$ cat src/rtl/shift_pkg.sv
// Shared definitions for the shift units: default datapath sizes, the
// right-shift FSM state encoding and the per-iteration shift mode.
package shift_pkg;

  localparam int SHIFT_DEF_WIDTH = 32;
  localparam int SHIFT_DEF_SHW   = 5;

  typedef enum logic [1:0] {
    SHR_IDLE  = 2'd0,
    SHR_SHIFT = 2'd1,
    SHR_DONE  = 2'd2
  } shr_state_e;

  typedef enum logic [1:0] {
    SHR_MODE_ROT = 2'd0,
    SHR_MODE_LOG = 2'd1,
    SHR_MODE_ARI = 2'd2
  } shr_mode_e;

endpackage

$ cat src/rtl/shr_step.sv
// One iteration of the right-shift unit: shifts value right by k bit
// positions, as a rotate, a logical (zero-fill) or an arithmetic
// (sign-fill) shift depending on mode. Purely combinational.
module shr_step
  import shift_pkg::*;
#(
  parameter int WIDTH = SHIFT_DEF_WIDTH,
  parameter int KW    = 1
) (
  input  logic [WIDTH-1:0] value,
  input  logic [KW-1:0]    k,
  input  shr_mode_e        mode,
  output logic [WIDTH-1:0] result
);

  int unsigned        k_int;
  int unsigned        k_rot;
  logic [2*WIDTH-1:0] dbl;

  // Select the shifted value for the requested mode; k may reach or exceed
  // WIDTH when STEP is large, so the shifts saturate and the rotate wraps.
  always_comb begin
    // NOTE: every output of a combinational block gets a default first so no
    // path leaves it unassigned, which would otherwise infer a latch.
    result = '0;
    k_int  = 32'(k);
    k_rot  = k_int % WIDTH;
    dbl    = {value, value} >> k_rot;
    case (mode)
      SHR_MODE_ROT: result = dbl[WIDTH-1:0];
      SHR_MODE_LOG: result = (k_int >= WIDTH) ? '0 : (value >> k_int);
      SHR_MODE_ARI: result = (k_int >= WIDTH) ? {WIDTH{value[WIDTH-1]}}
                                              : WIDTH'($signed(value) >>> k_int);
      default:      result = value;
    endcase
  end

endmodule

$ cat src/rtl/shift_right_seq.sv
// Multi-cycle right-shift unit. Accepts an operand and a shift amount over a
// valid/ready handshake, shifts STEP positions per clock and presents the
// rotate, logical and arithmetic right-shift results together.
// Optional feature: define SHIFT_RIGHT_SEQ_FLUSH_EN to add a flush input
// that aborts any operation and returns the FSM to IDLE.
module shift_right_seq
  import shift_pkg::*;
#(
  parameter int WIDTH = SHIFT_DEF_WIDTH,
  parameter int SHW   = SHIFT_DEF_SHW,
  parameter int STEP  = 1
) (
  input  logic             clk,
  input  logic             rst_n,
`ifdef SHIFT_RIGHT_SEQ_FLUSH_EN
  input  logic             flush,
`endif
  input  logic             in_valid,
  output logic             in_ready,
  input  logic [WIDTH-1:0] sr1,
  input  logic [SHW-1:0]   shamt,
  output logic             out_valid,
  input  logic             out_ready,
  output logic [WIDTH-1:0] rot,
  output logic [WIDTH-1:0] log_shift,
  output logic [WIDTH-1:0] ari_shift,
  output logic             busy
);

  localparam int KW = $clog2(STEP + 1);

  shr_state_e       state, state_nxt;
  logic [SHW-1:0]   remaining;
  logic [KW-1:0]    k;
  logic             accept;
  logic             step_en;
  logic             flush_now;
  logic [WIDTH-1:0] rot_step, log_step, ari_step;

`ifdef SHIFT_RIGHT_SEQ_FLUSH_EN
  assign flush_now = flush;
`else
  assign flush_now = 1'b0;
`endif

  // Bit positions to shift this cycle: STEP, or whatever is left if less.
  always_comb begin
    if ({1'b0, remaining} < (SHW + 1)'(STEP)) k = KW'(remaining);
    else                                       k = KW'(STEP);
  end

  shr_step #(.WIDTH(WIDTH), .KW(KW)) u_step_rot (
    .value (rot),       .k(k), .mode(SHR_MODE_ROT), .result(rot_step)
  );
  shr_step #(.WIDTH(WIDTH), .KW(KW)) u_step_log (
    .value (log_shift), .k(k), .mode(SHR_MODE_LOG), .result(log_step)
  );
  shr_step #(.WIDTH(WIDTH), .KW(KW)) u_step_ari (
    .value (ari_shift), .k(k), .mode(SHR_MODE_ARI), .result(ari_step)
  );

  // Next-state, handshake outputs and datapath enables; flush overrides all.
  always_comb begin
    state_nxt = state;
    accept    = 1'b0;
    step_en   = 1'b0;
    in_ready  = 1'b0;
    out_valid = 1'b0;
    case (state)
      SHR_IDLE: begin
        in_ready = 1'b1;
        if (in_valid) begin
          accept    = 1'b1;
          state_nxt = (shamt == '0) ? SHR_DONE : SHR_SHIFT;
        end
      end
      SHR_SHIFT: begin
        step_en = 1'b1;
        if (remaining == SHW'(k)) state_nxt = SHR_DONE;
      end
      SHR_DONE: begin
        out_valid = 1'b1;
        if (out_ready) state_nxt = SHR_IDLE;
      end
      default: state_nxt = SHR_IDLE;
    endcase
    if (flush_now) begin
      state_nxt = SHR_IDLE;
      accept    = 1'b0;
      step_en   = 1'b0;
    end
  end

  assign busy = (state != SHR_IDLE);

  // State register.
  always_ff @(posedge clk or negedge rst_n) begin
    // NOTE: sequential state uses non-blocking assignments so every flop
    // samples pre-edge values regardless of process evaluation order.
    if (!rst_n) state <= SHR_IDLE;
    else        state <= state_nxt;
  end

  // Result registers and remaining-count: load on accept, iterate in SHIFT.
  always_ff @(posedge clk or negedge rst_n) begin
    // NOTE: the results are plain registers, not a memory, so they take the
    // async reset; a dropped transaction therefore leaves zeros visible.
    if (!rst_n) begin
      rot       <= '0;
      log_shift <= '0;
      ari_shift <= '0;
      remaining <= '0;
    end else begin
      if (accept) begin
        rot       <= sr1;
        log_shift <= sr1;
        ari_shift <= sr1;
        remaining <= shamt;
      end else if (step_en) begin
        rot       <= rot_step;
        log_shift <= log_step;
        ari_shift <= ari_step;
        remaining <= remaining - SHW'(k);
      end
      if (flush_now) remaining <= '0;
    end
  end

endmodule

$ cat config.mk
export PLATFORM = sky130hd
export DESIGN_NAME = shift_right_seq
export DESIGN_NICKNAME = d
export VERILOG_FILES = /design/src/rtl/shift_pkg.sv /design/src/rtl/shr_step.sv /design/src/rtl/shift_right_seq.sv
export SDC_FILE = /design/constraint.sdc
export NUM_CORES = 1
export LEC_CHECK = 0
export BUFFER_PORTS_ARGS = -buffer_cell sky130_fd_sc_hd__buf_2
export CORE_MARGIN = 1.5
export CORE_UTILIZATION = 30
export CTS_BUF_LIST = sky130_fd_sc_hd__clkbuf_8
export CTS_CLUSTER_SIZE = 28
export DETAILED_ROUTE_END_ITERATION = 10
export GPL_ROUTABILITY_DRIVEN = 0
export PLACE_DENSITY = 0.45
export SYNTH_ARGS = -nofsm -noshare
export SYNTH_HDL_FRONTEND = slang
export SYNTH_SLANG_ARGS = --single-unit
$ cat constraint.sdc
create_clock -name clk -period 3.8 [get_ports clk]
set_input_delay 0 -clock clk [delete_from_list [all_inputs] [get_ports clk]]
set_output_delay 0 -clock clk [all_outputs]
set_load 0.03 [all_outputs]
==> impl_summary.txt, run 1 <==
----------------------------------------------------
[Die]
  Chip width ... 147 um
  Std-Cell Core Area ... 0.0202 sq mm
  Top-level I/O count ... 140
  Standard-cell rows ... 52
  Die footprint ... 0.0216 sq mm
  Die H ... 147 um
  Starting density of the core ... 30.7%

[Worst setup path]
  Critical path data arrival time ... 2540 ps
  Launch instance of the worst register-to-register path ... state[0]$_DFFE_PN0P_
  CP Launch Point ... state[0]$_DFFE_PN0P_
  Data required time of the critical path ... 4100 ps
  Worst reg2reg endpoint ... rot[1]$_DFFE_PN0P_
  Type of the worst setup path ... register to register
  R2R Setup Slk ... 1550 ps
  Number of cells on the worst reg-to-reg path ... 4
  Type of destination of the critical path ... register
  Crit Path Max Fanout ... 79
  Startpoint type of the worst setup path ... register

[Timing]
  Total count of max-transition violations in the final report ... 0
  Max Clock Skew ... 10.2 ps
  Final-report hold violation count ... 0
  Shortest period the worst path allows ... 2250 ps
  Setup repair after global routing missed its margin ... no
  Actual slew at the worst max-slew pin ... 1240 ps
  Endpoints failing setup ... 0
  Period Utilization, post-route ... 59.1%
  Max frequency ... 445 MHz
  Total Negative Setup Slacks ... 0 ps
  Worst relative slew slack ... 17.2%

[CTS]
  CTS tree ... yes
  Latest clock arrival within the worst-skew pair ... 390 ps
  Count of cells resized by post-cts repair ... 0
  Post-CTS Hold Fix Bufs ... 40
  Clock sink count ... 103
  Clk buf depth ... 2
  Post-CTS setup repair buffer count ... 0
  Cell at the root of the clock tree ... sky130_fd_sc_hd__clkbuf_8
  Clock-pin transition on the worst setup and hold timing paths ... 110 ps
  Number of clock buffers inserted by TritonCTS ... 9
  H-tree depth ... 3

[Worst hold path]
  Hold/Removal Path Class ... input pin to register
  Worst Hold Path Cells ... 4
  Start point of the worst hold path ... in_valid
  Terminating pin of the worst hold path ... state[0]$_DFFE_PN0P_

[Logic synthesis]
  Area share of the largest cell type after synthesis ... 41.5%
  Net count after synthesis ... 686
  Distinct cell type count after synthesis ... 40
  Share of async-settable or async-resettable flops after synthesis ... 100%
  Commonest cells in the synthesized netlist ... sky130_fd_sc_hd__dfrtp_1 (103), sky130_fd_sc_hd__a22oi_1 (94), sky130_fd_sc_hd__nor3b_1 (94)
  Largest area contributor in the netlist ... sky130_fd_sc_hd__dfrtp_1
  Mapped Cells ... 644
  Synthesis-stage register bit count ... 103
  Combined area of all synthesized cells ... 0.00621 sq mm
  Most area-consuming cells after synthesis ... sky130_fd_sc_hd__dfrtp_1 (42%), sky130_fd_sc_hd__a22oi_1 (11%), sky130_fd_sc_hd__nor3b_1 (11%), sky130_fd_sc_hd__o211ai_1 (9.7%), sky130_fd_sc_hd__a31oi_1 (9.1%)
  Synthesized area per cell ... 9.64 sq um
  Number of synthesized flops with an enable pin ... 0
  Leading register cell type out of synthesis ... sky130_fd_sc_hd__dfrtp_1
  Count leader, synth ... sky130_fd_sc_hd__dfrtp_1
  Total number of yosys warnings ... 0
  Sequential cell area fraction in the yosys report ... 41.5%

[Detailed routing]
  Number of iterations in the first detailed-routing pass ... 5
  Antenna Violating Nets Remaining ... 0
  Per-cell via count in the routed design ... 6.00
  Iter 0 DRT Violations ... 583
  Routed wire per std cell ... 21.1 um
  Number of vias after detailed routing ... 6161
  Total length of routed wires ... 21.7 mm
  Remaining DRCs ... 0

[Global route]
  First-pass GRT wire length ... 34.3 mm
  Vias in the first global route ... 5860
  Total GRT Usage ... 19.8%
  Number of antenna violations at the first check in global routing ... 0
  Pin count of the biggest net entering global routing ... 98
  Grt total ovfl ... 0

[Placed design]
  Placed wire-length estimate ... 12.0 mm
  Number of buffers inserted by port buffering ... 139

[Finish]
  Proportion of layout cells with a drive suffix above 1 ... 23.8%
  Post-synthesis to final-layout area growth ... 20.2%
  Number of filler instances in the final layout ... 2110
  Net count reported at finish ... 793
  Antenna diodes ... 0

[Flow run]
  Max-cap violations ... 0

[Status]
  Result of the run ... completed

----------------------------------------------------
final cells by class:
cell class / instances / area, sq um / share of cell area, %
timing repair buffer: 186 / 1180 / 15.8
tap: 270 / 338 / 4.53
sequential: 103 / 2580 / 34.6
inverter: 6 / 22.5 / 0.302
clock inverter: 5 / 25.0 / 0.335
clock buffer: 11 / 151 / 2.03
multi-input combinational: 445 / 3160 / 42.4
kinds of logic (layout without fill, tap and decap cells):
group	count (synthesis)	after routing	synth area share (%)
flip-flops	103	103	41.5
AO/OA/AOI/OAI	292	292	34.3
adder cells (fa/ha/maj)	1	1	0.201
multiplexers	1	1	0.161
buffers and inverters	96	208	7.94
AND/OR/NAND/NOR	151	151	15.9
per-stage QoR:
step | utilization, % | setup slack, ps | cell area (sq um) | hold slack (ps) | cells
6_report | 36.9 | 1550 | 7460 | 34.3 | 1026
3_3_place_gp | 34.0 | 1650 | 6880 | 183 | 970
5_1_grt | 36.9 | 1420 | 7460 | 69.7 | 1026
4_1_cts | 36.9 | 1580 | 7460 | 26.5 | 1026
2_1_floorplan | - | 2150 | 6210 | -296 | 644
3_5_place_dp | 34.0 | 1570 | 6880 | 185 | 970
worst max-delay path by stage:
| stage | end | depth (start not counted) |
|---|---|---|
| 6_report | rot[1]$_DFFE_PN0P_ | 4 |
| 4_1_cts | ari_shift[14]$_DFFE_PN0P_ | 4 |
| 3_3_place_gp | rot[9]$_DFFE_PN0P_ | 4 |
| 3_5_place_dp | ari_shift[14]$_DFFE_PN0P_ | 4 |
| 2_1_floorplan | remaining[1]$_DFFE_PN0P_ | 6 |
| 5_1_grt | rot[1]$_DFFE_PN0P_ | 4 |
critical path: stages (launching register included):
cell,delay (ps)
sky130_fd_sc_hd__dfrtp_1,590
sky130_fd_sc_hd__or3b_4,840
sky130_fd_sc_hd__buf_12,320
sky130_fd_sc_hd__nor2_1,120
sky130_fd_sc_hd__a31oi_1,190
registers in the layout (all words and copies together), names as in the netlist:
signal and count:
ari_shift 32, log_shift 32, rot 32, remaining 5, state 2
placed cells by master, fill, tap and decap left out, drive strengths merged, types with 2 or more instances in the layout:
master         n
a21oi          4
a221o          3
a22oi         94
a31oi         90
buf          146
clkbuf        11
clkinv         2
dfrtp        103
dlygate4sd3   40
inv            8
nand2          5
nand2b         2
nor2          34
nor2b          2
nor3           2
nor3b         95
o211ai        90
o21ai          2
o221ai         4
o311ai         2
or2            2
or3b           2
per-layer routing:
| layer | GRT usage, % | up-vias | part of all wire, % |
|---|---|---|---|
| li1 | - | 2776 | - |
| met4 | 6.31 | 0 | 1.7 |
| met3 | 2.86 | 23 | 5.6 |
| met5 | 0 | - | 0 |
| met1 | 28.9 | 3123 | 47 |
| met2 | 30.0 | 239 | 46 |
Power of run 1 is not shown: default switching activity piles up to over one toggle a cycle in this logic, so the estimate is an artifact.
==> inputs of run 2 (changes only) <==
==> constraint.sdc (replaced) <==
create_clock -name clk -period 2.2 [get_ports clk]
set_input_delay 0 -clock clk [delete_from_list [all_inputs] [get_ports clk]]
set_output_delay 0 -clock clk [all_outputs]
set_load 0.03 [all_outputs]
==> impl_summary.txt, run 2 (synthesis gave the netlist of run 1 again) <==
----------------------------------------------------
[Detailed routing]
  Antenna Violating Nets Remaining ... 0
  Number of vias after detailed routing ... 6172
  Total length of routed wires ... 22.1 mm
  Number of iterations in the first detailed-routing pass ... 5
  Iter 0 DRT Violations ... 518
  Per-cell via count in the routed design ... 5.95
  Remaining DRCs ... 0
  Routed wire per std cell ... 21.3 um

[Finish]
  Antenna diodes ... 0
  Proportion of layout cells with a drive suffix above 1 ... 24.9%
  Utilization after layout ... 37.8%
  Number of filler instances in the final layout ... 2073
  Net count reported at finish ... 805
  Post-route cell area ... 0.00765 sq mm
  Largest registers in the final layout ... ari_shift x32, log_shift x32, rot x32
  Count of placed standard cells in the final layout, fillers left out ... 1037
  Highest-count cells in the layout ignoring fill and taps ... sky130_fd_sc_hd__buf_2 (138), sky130_fd_sc_hd__dfrtp_1 (101), sky130_fd_sc_hd__nor3b_1 (94), sky130_fd_sc_hd__a22oi_1 (94), sky130_fd_sc_hd__a31oi_1 (90)
  Post-synthesis to final-layout area growth ... 23.2%
  Commonest non-fill, non-tap cell in the layout ... sky130_fd_sc_hd__buf_2

[Global route]
  Pin count of the biggest net entering global routing ... 125
  Grt total ovfl ... 0
  First-pass GRT wire length ... 34.8 mm
  Total GRT Usage ... 20.1%
  Vias in the first global route ... 5874
  Number of antenna violations at the first check in global routing ... 0

[Timing]
  Actual slew at the worst max-slew pin ... 834 ps
  Worst hold slack after final layout ... 131 ps
  Period Utilization, post-route ... 93.7%
  Total count of max-transition violations in the final report ... 0
  Final setup margin ... 138 ps
  Endpoints failing setup ... 0
  Shortest period the worst path allows ... 2060 ps
  Final-report hold violation count ... 0
  Worst relative slew slack ... 44.4%
  Total Negative Setup Slacks ... 0 ps
  Max frequency ... 485 MHz
  Max Clock Skew ... 19.9 ps
  Setup repair after global routing missed its margin ... no

[CTS]
  Clock sink count ... 103
  Cell at the root of the clock tree ... sky130_fd_sc_hd__clkbuf_8
  CTS tree ... yes
  Number of clock buffers inserted by TritonCTS ... 9
  Latest clock arrival within the worst-skew pair ... 400 ps
  Post-CTS setup repair buffer count ... 0
  Clock-pin transition on the worst setup and hold timing paths ... 110 ps
  H-tree depth ... 3
  Clk buf depth ... 2

[Power and ir drop]
  IR drop worst, VDD ... 0.782 mV
  Cell internal pwr ... 6.84 mW
  Sequential Power Share ... 28.2%
  Sw Pwr ... 8.25 mW
  Switching power as a share of total power ... 54.7%
  Clock Power Share ... 7.6%
  Combinational Power Share ... 64.2%
  Pwr Total ... 15.1 mW
  Static leakage ... 2.89 nW
  Power density normalized to cell area ... 1970 mW/mm^2

[Worst setup path]
  Critical path data arrival time ... 2400 ps
  Data required time of the critical path ... 2530 ps
  Crit path max-delay family ... buffers and inverters
  Number of buffer and inverter instances along the worst setup path ... 2
  Most frequent CP cell ... sky130_fd_sc_hd__a21oi_1
  Crit Path Max Fanout ... 26
  Startpoint type of the worst setup path ... register
  Type of destination of the critical path ... register
  Type of the worst setup path ... register to register
  Master of the slowest instance on the critical path ... sky130_fd_sc_hd__dfrtp_4
  List of cells traversed by the critical path ... nor4_2, buf_4, a21oi_1, a21oi_1, dlygate4sd3_1
  Critical path's largest stage delay ... 640 ps

[Die]
  Die H ... 147 um
  Std-Cell Core Area ... 0.0202 sq mm
  Chip width ... 147 um
  Die footprint ... 0.0216 sq mm
  Standard-cell rows ... 52
  Top-level I/O count ... 140
  Starting density of the core ... 30.7%

[Worst hold path]
  Hold/Removal Path Class ... input pin to async pin

[Placed design]
  Placed cell count ... 981
  Setup Slack @ Placement ... 310 ps
  Number of buffers inserted by port buffering ... 139
  Placed wire-length estimate ... 13.0 mm
  Post-placement cell area ... 0.00707 sq mm

[Flow run]
  Max-cap violations ... 0

[Status]
  Result of the run ... completed

----------------------------------------------------
==> run 2: cell count changes in the layout (fill, tap and decap cells not counted) <==
cell	before	now
sky130_fd_sc_hd__clkbuf_8	11	10
sky130_fd_sc_hd__clkinv_2	2	1
sky130_fd_sc_hd__nor4_1	1	0
sky130_fd_sc_hd__buf_12	2	10
sky130_fd_sc_hd__clkinvlp_4	1	2
sky130_fd_sc_hd__dlygate4sd3_1	40	41
sky130_fd_sc_hd__nor4_2	0	1
sky130_fd_sc_hd__buf_4	6	9
==> run 2: routing by layer <==
| layer | vias up | GRT usage (%) | wire length, um |
|---|---|---|---|
| met5 | - | 0 | 0 |
| met4 | 0 | 3.84 | 146 |
| met3 | 14 | 4.63 | 1340 |
| met2 | 213 | 31.8 | 10500 |
| met1 | 3152 | 28.2 | 10100 |
| li1 | 2793 | - | - |
==> run 2: cell type report <==
class | instances | area (sq um) | area share [%]
clock buffer | 10 | 138 | 1.80
clock inverter | 5 | 27.5 | 0.360
inverter | 6 | 22.5 | 0.294
multi-input combinational | 445 | 3170 | 41.4
sequential | 103 | 2580 | 33.8
tap | 270 | 338 | 4.42
timing repair buffer | 198 | 1370 | 17.9
==> run 2: worst paths after layout <==
check | start | to | slack (ps) | depth (start not counted)
worst min register to register | ari_shift[31]$_DFFE_PN0P_ | ari_shift[31]$_DFFE_PN0P_ | 560 | 2
worst min-delay path | rst_n | ari_shift[1]$_DFFE_PN0P_ | 130 | 2
min in group clk | shamt[3] | remaining[3]$_DFFE_PN0P_ | 380 | 3
worst max-delay path | remaining[4]$_DFFE_PN0P_ | state[1]$_DFFE_PN0P_ | 140 | 5
max in group asynchronous | rst_n | rot[16]$_DFFE_PN0P_ | 1240 | 3
worst max register to register | remaining[4]$_DFFE_PN0P_ | state[1]$_DFFE_PN0P_ | 140 | 5
==> run 2: power groups by stage <==
stage / clock, mW / sequential (mW) / combinational (mW)
finish: 1.15 / 4.26 / 9.68
global route: 1.28 / 4.44 / 10.4
CTS: 1.19 / 4.26 / 9.71
detailed placement: 0 / 4.29 / 9.61
global placement: 0 / 4.24 / 9.45
floorplan: 0 / 5.58 / 5.48
==> run 2: timing repair <==
item	CTS	global route
resized for setup	0	1
endpoints found under the hold margin	140	0
hold buffers	41	0
setup endpoints to repair	0	1
Note: power is estimated with default switching activity, not from simulation.
==> inputs of run 3 (changes only) <==
--- a/config.mk
+++ b/config.mk
@@ -5,13 +5,14 @@
 export SDC_FILE = /design/constraint.sdc
 export NUM_CORES = 1
 export LEC_CHECK = 0
-export BUFFER_PORTS_ARGS = -buffer_cell sky130_fd_sc_hd__buf_2
+export BUFFER_PORTS_ARGS = -buffer_cell sky130_fd_sc_hd__buf_4
 export CORE_MARGIN = 1.5
 export CORE_UTILIZATION = 30
 export CTS_BUF_LIST = sky130_fd_sc_hd__clkbuf_8
 export CTS_CLUSTER_SIZE = 28
 export DETAILED_ROUTE_END_ITERATION = 10
 export GPL_ROUTABILITY_DRIVEN = 0
+export MAX_ROUTING_LAYER = met4
 export PLACE_DENSITY = 0.45
 export SYNTH_ARGS = -nofsm -noshare
 export SYNTH_HDL_FRONTEND = slang
==> impl_summary.txt, run 3 (synthesis gave the netlist of run 1 again) <==
----------------------------------------------------
[CTS]
  Clk buf depth ... 2
  Post-CTS setup repair buffer count ... 0
  Clock-pin transition on the worst setup and hold timing paths ... 100 ps
  Latest clock arrival within the worst-skew pair ... 390 ps
  H-tree depth ... 3
  Clock sink count ... 103
  CTS tree ... yes
  Cell at the root of the clock tree ... sky130_fd_sc_hd__clkbuf_8
  Number of clock buffers inserted by TritonCTS ... 9

[Worst setup path]
  Critical path's largest stage delay ... 590 ps
  Crit path max-delay family ... buffers and inverters
  Data required time of the critical path ... 2520 ps
  Type of the worst setup path ... register to register
  Launch instance of the worst register-to-register path ... remaining[3]$_DFFE_PN0P_
  Number of cells on the worst reg-to-reg path ... 5
  Number of buffer and inverter instances along the worst setup path ... 2
  Critical path data arrival time ... 2290 ps
  List of cells traversed by the critical path ... nor4_2, buf_4, a21oi_1, a21oi_1, dlygate4sd3_1
  Master of the slowest instance on the critical path ... sky130_fd_sc_hd__dfrtp_4
  Type of destination of the critical path ... register
  R2R Setup Slk ... 230 ps
  Worst reg2reg endpoint ... state[1]$_DFFE_PN0P_
  Most frequent CP cell ... sky130_fd_sc_hd__a21oi_1
  Crit Path Max Fanout ... 18
  Startpoint type of the worst setup path ... register

[Placed design]
  Post-placement cell area ... 0.00748 sq mm
  Number of buffers inserted by port buffering ... 139
  Placed wire-length estimate ... 13.4 mm

[Timing]
  Total Negative Setup Slacks ... 0 ps
  Shortest period the worst path allows ... 1970 ps
  Endpoints failing setup ... 0
  Total count of max-transition violations in the final report ... 0
  Max frequency ... 508 MHz
  Period Utilization, post-route ... 89.4%
  Worst relative slew slack ... 47.7%
  Actual slew at the worst max-slew pin ... 784 ps
  Max Clock Skew ... 10.5 ps
  Setup repair after global routing missed its margin ... no
  Final-report hold violation count ... 0

[Global route]
  Number of antenna violations at the first check in global routing ... 0
  Pin count of the biggest net entering global routing ... 68
  Grt total ovfl ... 0
  Layer with the highest usage ... met2
  Grt met2 use ... 31.6%
  First-pass GRT wire length ... 34.5 mm
  Total GRT Usage ... 20.6%
  GRT met1 Usage ... 28.6%
  Vias in the first global route ... 5828
  Met3 GRT Util ... 2.73%

[Finish]
  Antenna diodes ... 0
  Highest-count cells in the layout ignoring fill and taps ... sky130_fd_sc_hd__buf_4 (156), sky130_fd_sc_hd__dfrtp_1 (101), sky130_fd_sc_hd__nor3b_1 (94), sky130_fd_sc_hd__a22oi_1 (94), sky130_fd_sc_hd__a31oi_1 (90)
  Post-route cell area ... 0.00813 sq mm
  Proportion of layout cells with a drive suffix above 1 ... 26.2%
  Multi-input combinational cell area ... 0.00317 sq mm
  Net count reported at finish ... 813
  Number of filler instances in the final layout ... 2036
  Post-synthesis to final-layout area growth ... 31.0%
  Storage element area ... 0.00258 sq mm
  Commonest non-fill, non-tap cell in the layout ... sky130_fd_sc_hd__buf_4
  Largest registers in the final layout ... ari_shift x32, log_shift x32, rot x32
  Utilization after layout ... 40.2%

[Die]
  Starting density of the core ... 30.7%
  Top-level I/O count ... 140
  Standard-cell rows ... 52
  Die H ... 147 um
  Chip width ... 147 um
  Std-Cell Core Area ... 0.0202 sq mm
  Die footprint ... 0.0216 sq mm

[Power and ir drop]
  Static leakage ... 3.08 nW
  Power density normalized to cell area ... 1980 mW/mm^2
  IR drop worst, VDD ... 0.678 mV

[Flow run]
  Max-cap violations ... 0

[Worst hold path]
  Terminating pin of the worst hold path ... state[0]$_DFFE_PN0P_
  Hold/Removal Path Class ... input pin to register
  Worst Hold Path Cells ... 4
  Start point of the worst hold path ... in_valid

[Detailed routing]
  Total length of routed wires ... 21.9 mm
  Number of iterations in the first detailed-routing pass ... 5
  Routed wire per std cell ... 20.9 um
  Remaining DRCs ... 0
  Number of vias after detailed routing ... 6156
  Iter 0 DRT Violations ... 518
  Antenna Violating Nets Remaining ... 0
  Per-cell via count in the routed design ... 5.89

[Status]
  Result of the run ... completed

----------------------------------------------------
==> run 3: area by class of cell <==
class / instances / share of cell area [%]
clock buffers: 10 / 1.69
clock inverters: 6 / 1.32
inverters: 6 / 0.277
multi-input cells: 445 / 39.0
flip-flops and latches: 103 / 31.8
well taps: 270 / 4.15
repair buffers: 206 / 21.8
==> run 3: stage by stage <==
stage          power (mW)  hold slack [ps]  cells  setup slack [ps]
2_1_floorplan        11.1             -296    644               550
3_3_place_gp         14.4             23.2    990               421
3_5_place_dp         14.5             22.4    990               398
4_1_cts              16.2             9.89   1046               192
5_1_grt              17.2             48.8   1046              95.3
6_report             16.1             32.5   1046               233
==> run 3: where the power goes <==
group,internal [mW],switching [mW],total (mW)
clock,0.784,0.740,1.52
sequential,2.95,1.26,4.21
combinational,4.07,6.31,10.4
==> run 3: worst min-delay path, cell delays in order <==
cell and delay, ps:
sky130_fd_sc_hd__buf_4 120, sky130_fd_sc_hd__nor2b_1 130, sky130_fd_sc_hd__o21ai_0 70, sky130_fd_sc_hd__a21oi_1 70
==> run 3: worst max path at each step <==
| stage | slack [ps] | endpoint | startpoint | cells past startpoint |
|---|---|---|---|---|
| 2_1_floorplan | 550 | remaining[1]$_DFFE_PN0P_ | remaining[4]$_DFFE_PN0P_ | 6 |
| 3_3_place_gp | 420 | remaining[3]$_DFFE_PN0P_ | remaining[2]$_DFFE_PN0P_ | 4 |
| 3_5_place_dp | 400 | remaining[3]$_DFFE_PN0P_ | remaining[2]$_DFFE_PN0P_ | 4 |
| 4_1_cts | 190 | state[1]$_DFFE_PN0P_ | remaining[3]$_DFFE_PN0P_ | 5 |
| 5_1_grt | 100 | state[1]$_DFFE_PN0P_ | remaining[3]$_DFFE_PN0P_ | 5 |
| 6_report | 230 | state[1]$_DFFE_PN0P_ | remaining[3]$_DFFE_PN0P_ | 5 |
==> run 3: timing repair <==
item	4_1_cts	5_1_grt
hold buffers	40	0
setup endpoints to repair	0	1
gates resized for setup	0	1
endpoints found under the hold margin	137	0
==> run 3: metal layers <==
metal	vias to the layer above	routed length, um
li1	2809	-
met1	3128	10100
met4	0	248
met3	16	1060
met2	203	10500
met5	-	0
